## config.mk

```make
export PLATFORM = sky130hd
export DESIGN_NAME = systolic_feeder
export DESIGN_NICKNAME = d
export VERILOG_FILES = /design/src/rtl/systolic_pkg.sv /design/src/rtl/skew_lane.sv /design/src/rtl/systolic_feeder.sv
export SDC_FILE = /design/constraint.sdc
export NUM_CORES = 1
export LEC_CHECK = 0
export BUFFER_PORTS_ARGS = -buffer_cell sky130_fd_sc_hd__buf_2
export CORE_MARGIN = 2
export CORE_UTILIZATION = 28
export CTS_BUF_LIST = sky130_fd_sc_hd__clkbuf_4
export DETAILED_ROUTE_END_ITERATION = 10
export SETUP_SLACK_MARGIN = 0.4
export SYNTH_ARGS = -nofsm -noshare
export SYNTH_HDL_FRONTEND = slang
export SYNTH_SLANG_ARGS = --single-unit
export TNS_END_PERCENT = 1
```

## constraint.sdc

```tcl
create_clock -name clk -period 4.1 [get_ports clk]
set_input_delay 0.41 -clock clk [delete_from_list [all_inputs] [get_ports clk]]
set_output_delay 0.41 -clock clk [all_outputs]
set_load 0.01 [all_outputs]
```

## src/rtl/systolic_pkg.sv

```systemverilog
// Shared definitions for the systolic array front-end and result-drain blocks:
// job sequencing states and the packed-lane slicing helper.
package systolic_pkg;

  typedef enum logic [1:0] {
    ST_IDLE  = 2'd0,
    ST_LOAD  = 2'd1,
    ST_FLUSH = 2'd2,
    ST_DONE  = 2'd3
  } state_t;

  // LSB position of lane 'lane' inside a packed vector of 'width'-bit elements
  function automatic int unsigned lane_lsb(input int unsigned lane, input int unsigned width);
    return lane * width;
  endfunction

endpackage

```

## src/rtl/skew_lane.sv

```systemverilog
// DEPTH-stage shift register with asynchronous clear; the last stage doubles as
// the lane's output register.
module skew_lane #(
  parameter int DATA_WIDTH = 8,
  parameter int DEPTH      = 1
) (
  input  logic                  clk,
  input  logic                  rst_n,
  input  logic [DATA_WIDTH-1:0] din,
  output logic [DATA_WIDTH-1:0] dout
);

  logic [DATA_WIDTH-1:0] stage [DEPTH];

  // Shift chain: stage 0 captures the input, later stages follow one cycle apart
  always_ff @(posedge clk or negedge rst_n) begin
    if (!rst_n) begin
      for (int s = 0; s < DEPTH; s++) stage[s] <= '0;
    end else begin
      stage[0] <= din;
      for (int s = 1; s < DEPTH; s++) stage[s] <= stage[s-1];
    end
  end

  assign dout = stage[DEPTH-1];

endmodule

```

## src/rtl/systolic_feeder.sv

```systemverilog
// Front-end of the NxN PE array: sequences a job (clear, stream, flush, done)
// and skews the A-column / B-row beats onto the array's left and top edges.
module systolic_feeder
  import systolic_pkg::*;
#(
  parameter  int DATA_WIDTH = 8,
  parameter  int N          = 4,
  parameter  int K_MAX      = 255,
  localparam int KW         = $clog2(K_MAX + 1)
) (
  input  logic                    clk,
  input  logic                    rst_n,
  input  logic                    start,
  input  logic [KW-1:0]           k_len,
  input  logic                    in_valid,
  output logic                    in_ready,
  input  logic [N*DATA_WIDTH-1:0] in_a,
  input  logic [N*DATA_WIDTH-1:0] in_b,
  output logic [N*DATA_WIDTH-1:0] left_out,
  output logic [N*DATA_WIDTH-1:0] up_out,
  output logic                    arr_clr,
  output logic                    busy,
  output logic                    done
);

  localparam int FW = $clog2(2 * N);

  state_t                  state;
  logic [KW-1:0]           k_len_r;
  logic [KW-1:0]           beat_cnt;
  logic [FW-1:0]           flush_cnt;
  logic                    accept;
  logic [N*DATA_WIDTH-1:0] feed_a;
  logic [N*DATA_WIDTH-1:0] feed_b;

  assign in_ready = (state == ST_LOAD);
  assign accept   = in_valid & in_ready;
  // Cycles without an accepted beat push zeros so A and B stay pair-aligned
  assign feed_a   = accept ? in_a : '0;
  assign feed_b   = accept ? in_b : '0;

  // Job sequencer with registered arr_clr / busy / done
  always_ff @(posedge clk or negedge rst_n) begin
    if (!rst_n) begin
      state     <= ST_IDLE;
      k_len_r   <= '0;
      beat_cnt  <= '0;
      flush_cnt <= '0;
      arr_clr   <= 1'b0;
      busy      <= 1'b0;
      done      <= 1'b0;
    end else begin
      arr_clr <= 1'b0;
      done    <= 1'b0;
      case (state)
        ST_IDLE: begin
          if (start && (k_len != '0)) begin
            state    <= ST_LOAD;
            k_len_r  <= k_len;
            beat_cnt <= '0;
            arr_clr  <= 1'b1;
            busy     <= 1'b1;
          end
        end
        ST_LOAD: begin
          if (accept) begin
            beat_cnt <= beat_cnt + KW'(1);
            if (beat_cnt == (k_len_r - KW'(1))) begin
              state     <= ST_FLUSH;
              flush_cnt <= FW'(2 * N - 2);
            end
          end
        end
        ST_FLUSH: begin
          // 2N-1 zero cycles let the last beat reach PE(N-1,N-1)
          if (flush_cnt == '0) begin
            state <= ST_DONE;
            done  <= 1'b1;
          end else begin
            flush_cnt <= flush_cnt - FW'(1);
          end
        end
        ST_DONE: begin
          state <= ST_IDLE;
          busy  <= 1'b0;
        end
        default: begin
          state <= ST_IDLE;
          busy  <= 1'b0;
        end
      endcase
    end
  end

  for (genvar i = 0; i < N; i++) begin : g_lane
    skew_lane #(.DATA_WIDTH(DATA_WIDTH), .DEPTH(i + 1)) u_a (
      .clk  (clk),
      .rst_n(rst_n),
      .din  (feed_a[lane_lsb(i, DATA_WIDTH) +: DATA_WIDTH]),
      .dout (left_out[lane_lsb(i, DATA_WIDTH) +: DATA_WIDTH])
    );
    skew_lane #(.DATA_WIDTH(DATA_WIDTH), .DEPTH(i + 1)) u_b (
      .clk  (clk),
      .rst_n(rst_n),
      .din  (feed_b[lane_lsb(i, DATA_WIDTH) +: DATA_WIDTH]),
      .dout (up_out[lane_lsb(i, DATA_WIDTH) +: DATA_WIDTH])
    );
  end

endmodule

```

# Word level (Yosys, flattened, before mapping)
# Index checks and enable logic that the tools add are counted.
[word_totals]
register_bits = 184
input_bits = 76
out_inout_bits = 68
[classes]
n_addsub = 3
n_eq_ne = 9
n_mux = 20
bitwise = 1
reduce_logical = 12
[ops]
columns = ["operator", "count"]
rows = [
  ["$mux 32", 2],
  ["$mux 8", 2],
  ["$pmux 8 s2", 1],
  ["$mux 3", 3],
  ["$add 8x1->8 const B", 1],
  ["$eq 8x8->1", 1],
  ["$mux 2", 4],
  ["$pmux 2 s4", 1],
  ["$reduce_and 4->1", 2],
  ["$reduce_bool 8->1", 1],
  ["$sub 8x1->8 const B", 1],
  ["$ne 2x2->1 const B", 3],
  ["$pmux 3 s2", 1],
  ["$reduce_bool 2->1", 3],
  ["$mux 1", 5],
  ["$eq 2x2->1 const B", 2],
  ["$ne 2x1->1 const B", 2],
  ["$reduce_and 2->1", 2],
  ["$logic_not 3->1", 1],
  ["$reduce_and 3->1", 1],
  ["$sub 3x1->3 const B", 1],
  ["$eq 2x1->1 const B", 1],
  ["$logic_not 2->1", 1],
  ["$pmux 1 s2", 1],
  ["2 further kinds", 2],
]

# Logic depth before layout (Yosys ltp)
# Gate-level depths: netlist of run 1.
[depth]
depth_word = 5
depth_mapped = 8

# Hierarchy
# A second synthesis of run 1 with hierarchy kept.
[hier_totals]
cells_unflattened = 424
area_unflattened_um2 = 6242.2
[modules_own_cells]
columns = ["mod", "n_inst", "cells_per_inst", "area_per_inst_um2", "seq_area_each_um2"]
rows = [
  ["systolic_feeder", 1, 216, 1878.1, 600.6],
  ["skew_lane (g_lane[3].u_a ...)", 2, 40, 860.8, 800.8],
  ["skew_lane (g_lane[2].u_a ...)", 2, 32, 660.6, 600.6],
  ["skew_lane (g_lane[1].u_a ...)", 2, 24, 460.4, 400.4],
  ["skew_lane (g_lane[0].u_a ...)", 2, 8, 200.2, 200.2],
]

# Least setup slack after synthesis of run 1
# No wires, ideal clock.
[synth_timing]
path_kind = "reg2reg"
from = "register k_len_r[0]"
to = "register state[1]"
t_arrival_ns = 2.391
required_ns = 3.973
setup_slack_ns = 1.582
path_stages_with_launch = 8
path_buffers = 0
period_less_slack_ns = 2.518
cell_sequence = "dfrtp_1 -> inv_1 -> ha_1 -> or4bb_2 -> a31oi_1 -> o211ai_2 -> a222oi_1 -> mux2_1"
[synth_between]
elab_chain_len = 4
[synth_lines]
columns = ["item", "line_no", "text"]
rows = [
  ["from (decl)", "systolic_feeder.sv:29", "logic [KW-1:0] k_len_r;"],
  ["from (signal assigned)", "systolic_feeder.sv:59", "k_len_r <= k_len;"],
  ["$sub 8x1->8", "systolic_feeder.sv:68", "if (beat_cnt == (k_len_r - KW'(1))) begin"],
  ["$eq 8x8->1", "systolic_feeder.sv:68", ""],
  ["$ne 2x1->1 (no source line)", "-", ""],
  ["$reduce_and 4->1 (no source line)", "-", ""],
  ["to (signal assigned)", "systolic_feeder.sv:69", "state <= ST_FLUSH;"],
  ["to (signal assigned)", "systolic_feeder.sv:77", "state <= ST_DONE;"],
  ["to (signal assigned)", "systolic_feeder.sv:84", "state <= ST_IDLE;"],
  ["to (decl)", "systolic_feeder.sv:28", "state_t state;"],
]
# Every way passes these cells.
# A chain may end at the register's enable or synchronous reset.

# Worst setup path after layout of run 1
# Same ends and word-level chain as after synthesis.

==> results.json, run 1 <==
{
  "status": "finished clean",
  "cts_tree": "done",
  "dieArea_mm2": 0.0240,
  "routedWlPerCell_um": 14.3,
  "synthToLayoutAreaGrowth_pct": 15.9,
  "grt_overflow": 0,
  "crit_required_ps": 4550,
  "crit_slowest_cell": "or4bb_2",
  "timing.fmax_mhz": 366,
  "finalSetupViolations": 0,
  "coreArea_mm2": 0.0225,
  "cts.path.max_buffers": 2,
  "synthXorXnorAreaFrac_pct": 2.20,
  "clock_latency_ps": 550,
  "worst_clock_skew_ps": 28.3,
  "tightestPinTransition_ps": 996,
  "r2r-start": "k_len_r[0]",
  "met1Wirelength_um": 5470,
  "synthMuxAreaShare_pct": 1.55,
  "critPathMaxStageDelay_ps": 640,
  "ys_warn_count": 0,
  "syn_area_mm2": 0.00637,
  "synth_top_cell_by_area": "dfrtp_1",
  "drtIter0Drc": 156,
  "netlist.area_leader.share_pct": 72.3,
  "gp_congestion": 0.794,
  "die_w_um": 155,
  "maxSlewViolCount": 0,
  "clock-sinks": 184,
  "worst_slack_ps": 1370,
  "synth_common_cells": "dfrtp_1, and3_1, buf_4, clkbuf_1, nor2_1",
  "drc": 0,
  "cts-buffers-inserted": 17,
  "crit_path_end": "state[1]",
  "grt_pass1_wl_um": 19400,
  "antenna_found_initial": 1,
  "fin_crit_ps": 2730,
  "clock-root-buffer": "clkbuf_4",
  "met2_wirelength_um": 5810,
  "synth-compound-area-share_pct": 4.54,
  "worstPathBufferInverterCount": 1,
  "grt_pass1_vias": 3689,
  "holdPathStages": 3,
  "die_h_um": 155,
  "hold_slack_ps": 77.9,
  "postSynthAreaPerCell_um2": 14.5,
  "ys_ff_latch": 184,
  "synth-seq-area-share_pct": 72.3,
  "vdd_drop_max_mv": 0.232,
  "yosysMostFrequentCell": "dfrtp_1",
  "num_rows": 55,
  "p_leak_nw": 4.10,
  "tns_ps": 0,
  "syn_nets": 523,
  "cts_setup_buffers": 0,
  "crit_path_start_kind": "flop",
  "path_cells": "inv_1 > ha_1 > or4bb_2 > a31oi_1 > o211ai_2 > a222oi_1 > mux2_1",
  "crit_type": "flop to flop",
  "cellPowerDensity_mw_per_mm2": 586,
  "dp_hpwl_um": 7850,
  "synthSimpleGateAreaFrac_pct": 10.5,
  "dominantRegCellSynth": "dfrtp_1",
  "hold_buffers": 1,
  "clk_pin_slew_ps": 170,
  "dpl_worst_slack_ps": 1370,
  "maxCapViolations": 0,
  "io_buffers": 143,
  "top_layer": "met4",
  "rsz0062_at_grt": "no",
  "synthAdderAreaFrac_pct": 1.77,
  "netlist_instances": 438,
  "grt_max_degree": 130,
  "startpoint": "k_len_r[0]",
  "endpoint_kind": "flop",
  "fin_crit_sh_pct": 66.6,
  "hold_class": "input pin to flop",
  "post_cts_resized": 0,
  "vias": 3467,
  "start_util_pct": 28.3,
  "wl_met3_um": 462,
  "cpLargestDelayFamily": "compound AO/OA/AOI/OAI gates",
  "synth-edff-count": 0,
  "htreeDepth": 4,
  "ant_nets": 0,
  "worst_r2r_endpoint": "state[1]",
  "rr_worst_depth": 7,
  "track_usage_pct": 10.5,
  "synth_cell_types": 47,
  "synthArstFlopShare_pct": 100,
  "nets": 625,
  "wirelength_um": 12000,
  "synth_top_family_by_area": "simple AND/OR/NAND/NOR gates",
  "drive_above_1_share_pct": 35.1,
  "relSlewSlack_pct": 33.6,
  "rrSetupSlack_ps": 1370,
  "path_max_fanout": 7,
  "vias_per_cell": 4.13,
  "finalHoldViolCount": 0,
  "ios": 144,
  "crit_cells": 7,
  "drt-pass1-iter-count": 4,
  "cp.arrival_ps": 3170,
  "synthTopCellsByArea": "dfrtp_1, and3_1, buf_4",
  "fillers": 2222
}
layer usage:
metal | vias up | global-route usage (%)
li1 | 1639 | -
met1 | 1732 | 13.7
met2 | 88 | 16.6
met3 | 8 | 2.63
met4 | 0 | 4.81
met5 | - | 0
cell usage in the layout, fill, tap and decap left out, drive strengths merged, types with 3 or more instances in the layout:
master and instances:
and3 65, buf 146, clkbuf 18, clkinv 6, dfrtp 184, ha 9
inv 16, mux2 7, nand2 10, nand3 6, nand4 3, nor2 14
nor2b 4, o21ai 5, xnor2 7, xor2 9
flip-flops by register name (all words and copies together) (netlist names):
name	count
busy	1
arr_clr	1
flush_cnt	3
g_lane.u_a.stage	48
state	2
done	1
beat_cnt	8
g_lane.u_a.dout	32
g_lane.u_b.dout	32
k_len_r	8
g_lane.u_b.stage	48
final cells by class:
cell class                      instances  area [um2]  area share, %
Antenna cell                            1        2.50         0.0339
Clock buffer                           17         128           1.73
Clock inverter                         15         183           2.47
Inverter                                9        33.8          0.458
Multi-Input combinational cell        180        1310           17.7
Sequential cell                       184        4600           62.4
Tap cell                              285         357           4.83
Timing Repair Buffer                  148         764           10.4
through the flow:
stage / utilization (%) / area, um2 / power (mW) / instances
6_report: 32.8 / 7380 / 4.33 / 839
5_1_grt: 32.8 / 7380 / 4.62 / 839
2_1_floorplan: - / 6370 / 3.07 / 438
3_5_place_dp: 31.4 / 7060 / 3.34 / 805
4_1_cts: 32.8 / 7380 / 4.41 / 838
3_3_place_gp: 31.4 / 7060 / 3.32 / 805
worst register-to-register path: cells and delay by family (launching register included):
family	cells	cell delay, ps
AO/OA/AOI/OAI	3	790
AND/OR/NAND/NOR	1	640
flip-flops	1	490
multiplexers	1	350
adder cells (fa/ha/maj)	1	280
buffers and inverters	1	90
where the power goes:
group	switching [mW]	internal (mW)	leakage, nW
Combinational	0.563	0.446	1.44
Clock	0.702	0.340	0.162
Sequential	0.164	2.11	2.50
worst min path at each step:
stage | to | startpoint | slack [ps]
floorplan | arr_clr | rst_n | 110
global placement | g_lane[1].u_a.dout[6] | g_lane[1].u_a.stage[14] | 330
detailed placement | g_lane[1].u_a.dout[3] | g_lane[1].u_a.stage[11] | 330
CTS | k_len_r[1] | k_len[1] | 5
global route | g_lane[0].u_b.dout[4] | in_b[4] | 10
finish | k_len_r[1] | k_len[1] | 80
logic make-up (layout without fill, tap and decap cells):
family | Yosys count | after routing
adders and majority gates | 9 | 9
muxes | 9 | 9
other | 0 | 1
xor gates and xnor gates | 16 | 16
buffers and inverters | 74 | 189
AOI/OAI and AO/OA | 32 | 32
and+or+nand+nor | 114 | 114
DFF | 184 | 184
No activity file was read; power rests on OpenSTA's default activity.
==> run 2, diff against run 1 <==
--- a/config.mk
+++ b/config.mk
@@ -5,6 +5,7 @@
 export SDC_FILE = /design/constraint.sdc
 export NUM_CORES = 1
 export LEC_CHECK = 0
+export ABC_AREA = 1
 export BUFFER_PORTS_ARGS = -buffer_cell sky130_fd_sc_hd__buf_2
 export CORE_MARGIN = 2
 export CORE_UTILIZATION = 28
==> constraint.sdc (replaced) <==
create_clock -name clk -period 2.7 [get_ports clk]
set_input_delay 0.27 -clock clk [delete_from_list [all_inputs] [get_ports clk]]
set_output_delay 0.27 -clock clk [all_outputs]
set_load 0.01 [all_outputs]
==> results.json, run 2 <==
{
  "p_leak_nw": 4.61,
  "rsz0062_at_grt": "no",
  "crit_path_start_kind": "flop",
  "synth_cell_types": 29,
  "post_dp_cell_area_mm2": 0.00722,
  "cts.path.max_buffers": 2,
  "num_rows": 55,
  "worst_slack_ps": 725,
  "track_usage_pct": 11.0,
  "fin_crit_sh_pct": 73.2,
  "dominantRegCellSynth": "dfrtp_1",
  "tns_ps": 0,
  "htreeDepth": 4,
  "status": "finished clean",
  "drtIter0Drc": 232,
  "wirelength_um": 12700,
  "ant_nets": 0,
  "nets": 832,
  "vias": 4068,
  "path_max_fanout": 9,
  "cts_tree": "done",
  "start_util_pct": 28.6,
  "vias_per_cell": 3.90,
  "maxCapViolations": 0,
  "die_h_um": 156,
  "syn_nets": 650,
  "netlist.area_leader.share_pct": 70.9,
  "synth-seq-area-share_pct": 70.9,
  "vdd_drop_max_mv": 0.315,
  "synth_top_cell_by_area": "dfrtp_1",
  "postSynthAreaPerCell_um2": 11.5,
  "coreArea_mm2": 0.0227,
  "crit_required_ps": 2430,
  "min_from": "start",
  "ys_warn_count": 0,
  "ys_ff_latch": 184,
  "die_w_um": 156,
  "dpl_worst_slack_ps": 829,
  "clock-sinks": 184,
  "synth_common_cells": "dfrtp_1, inv_1, nor2_1, nand2_1, buf_4",
  "drt-pass1-iter-count": 4,
  "hold_class": "input pin to flop",
  "fin_area_mm2": 0.00818,
  "routedWlPerCell_um": 12.1,
  "cts_setup_buffers": 0,
  "layout_common_cells": "dfrtp_1, buf_2, inv_1, nor2_1, dlygate4sd3_1",
  "crit_type": "flop to output port",
  "cts-buffers-inserted": 17,
  "fin_crit_ps": 1980,
  "synthTopCellsByArea": "dfrtp_1, buf_4, inv_1",
  "rr_worst_depth": 7,
  "antenna_found_initial": 0,
  "grt_pass1_wl_um": 21000,
  "ios": 144,
  "dieArea_mm2": 0.0244,
  "layout_commonest_cell": "dfrtp_1",
  "gp_congestion": 0.836,
  "antennaDiodeCount": 0,
  "startpoint": "state[1]",
  "total_power_mw": 6.36,
  "timing.fmax_mhz": 506,
  "post_cts_resized": 0,
  "clk_pin_slew_ps": 160,
  "syn_area_mm2": 0.00649,
  "grt_max_degree": 74,
  "r2r-start": "state[1]",
  "reg_top3": "g_lane.u_a.stage: 48 flops, g_lane.u_b.stage: 48 flops",
  "clock-root-buffer": "clkbuf_4",
  "io_buffers": 143,
  "cellPowerDensity_mw_per_mm2": 777,
  "drive_above_1_share_pct": 25.9,
  "relSlewSlack_pct": 53.2,
  "synthArstFlopShare_pct": 100,
  "finalHoldViolCount": 0,
  "clock_latency_ps": 540,
  "synthToLayoutAreaGrowth_pct": 26.1,
  "drc": 0,
  "grt_overflow": 0,
  "synth-edff-count": 0,
  "holdPathStages": 4,
  "dp_hpwl_um": 8050,
  "grt_pass1_vias": 4231,
  "finalSetupViolations": 0,
  "worst_clock_skew_ps": 36.8,
  "endpoint_kind": "output port",
  "yosysMostFrequentCell": "dfrtp_1",
  "cp.arrival_ps": 1710,
  "netlist_instances": 565,
  "maxSlewViolCount": 0,
  "tightestPinTransition_ps": 702
}
run 2: changes by cell type after synthesis, moves of 6 or more:
cell      delta
nand3_1     +12
nor2_1      +71
mux2_2       -6
inv_1       +82
and3_1      -65
clkbuf_1     -9
nand2_1     +54
nand2_2      +6
o21ai_0      +8
run 2: worst paths after layout:
kind / endpoint / slack, ps
max: in_ready / 720
min: busy / 140
max reg2reg: flush_cnt[2] / 810
min reg2reg: g_lane[2].u_b.stage[10] / 340
max in group asynchronous: g_lane[2].u_b.stage[21] / 1700
min in group asynchronous: g_lane[1].u_a.stage[12] / 240
run 2: layer usage:
layer	up-vias	share of wire, %	routed length [um]	track usage, %
li1	1989	-	-	-
met1	1936	45	5720	14.4
met2	122	47	5920	16.9
met3	21	6.1	770	3.88
met4	0	2.1	261	4.28
met5	-	0	0	0
run 2: report_power, final:
part	switching [mW]	internal (mW)	total (mW)
clock network	0.909	0.391	1.30
registers	0.233	3.21	3.44
logic	1.00	0.616	1.62
run 2: cell families (layout without fill, tap and decap cells):
kind of cell / after synthesis / after routing / synth area share [%]
xor gates and xnor gates: 9 / 9 / 1.21
buffers and inverters: 152 / 345 / 11.7
DFF: 184 / 184 / 70.9
AOI/OAI and AO/OA: 23 / 23 / 2.04
and+or+nand+nor: 188 / 188 / 12.4
adders and majority gates: 9 / 9 / 1.73
run 2: layout make-up:
class | instances | area (um2)
Sequential cell | 184 | 4600
Multi-Input combinational cell | 229 | 1130
Timing Repair Buffer | 221 | 1520
Fill cell | 2232 | 14500
Inverter | 94 | 353
Clock buffer | 20 | 150
Clock inverter | 10 | 71.3
Tap cell | 285 | 357
run 2: worst max-delay path, cell delays in order, from the launching register on:
cell and delay (ps):
dfrtp_1 440, inv_1 110, ha_1 390, buf_2 220
run 2: timing repair:
item / 4_1_cts / 5_1_grt
endpoints found under the hold margin: 124 / 0
endpoints found under the setup margin: 0 / 0
hold buffers: 74 / 0
run 2: per-stage QoR:
| stage | hold slack [ps] | cells | util, % |
|---|---|---|---|
| 2_1_floorplan | -25.6 | 565 | - |
| 3_3_place_gp | 261 | 939 | 31.8 |
| 3_5_place_dp | 262 | 939 | 31.8 |
| 4_1_cts | 76.5 | 1043 | 36.0 |
| 5_1_grt | 106 | 1043 | 36.0 |
| 6_report | 135 | 1043 | 36.0 |
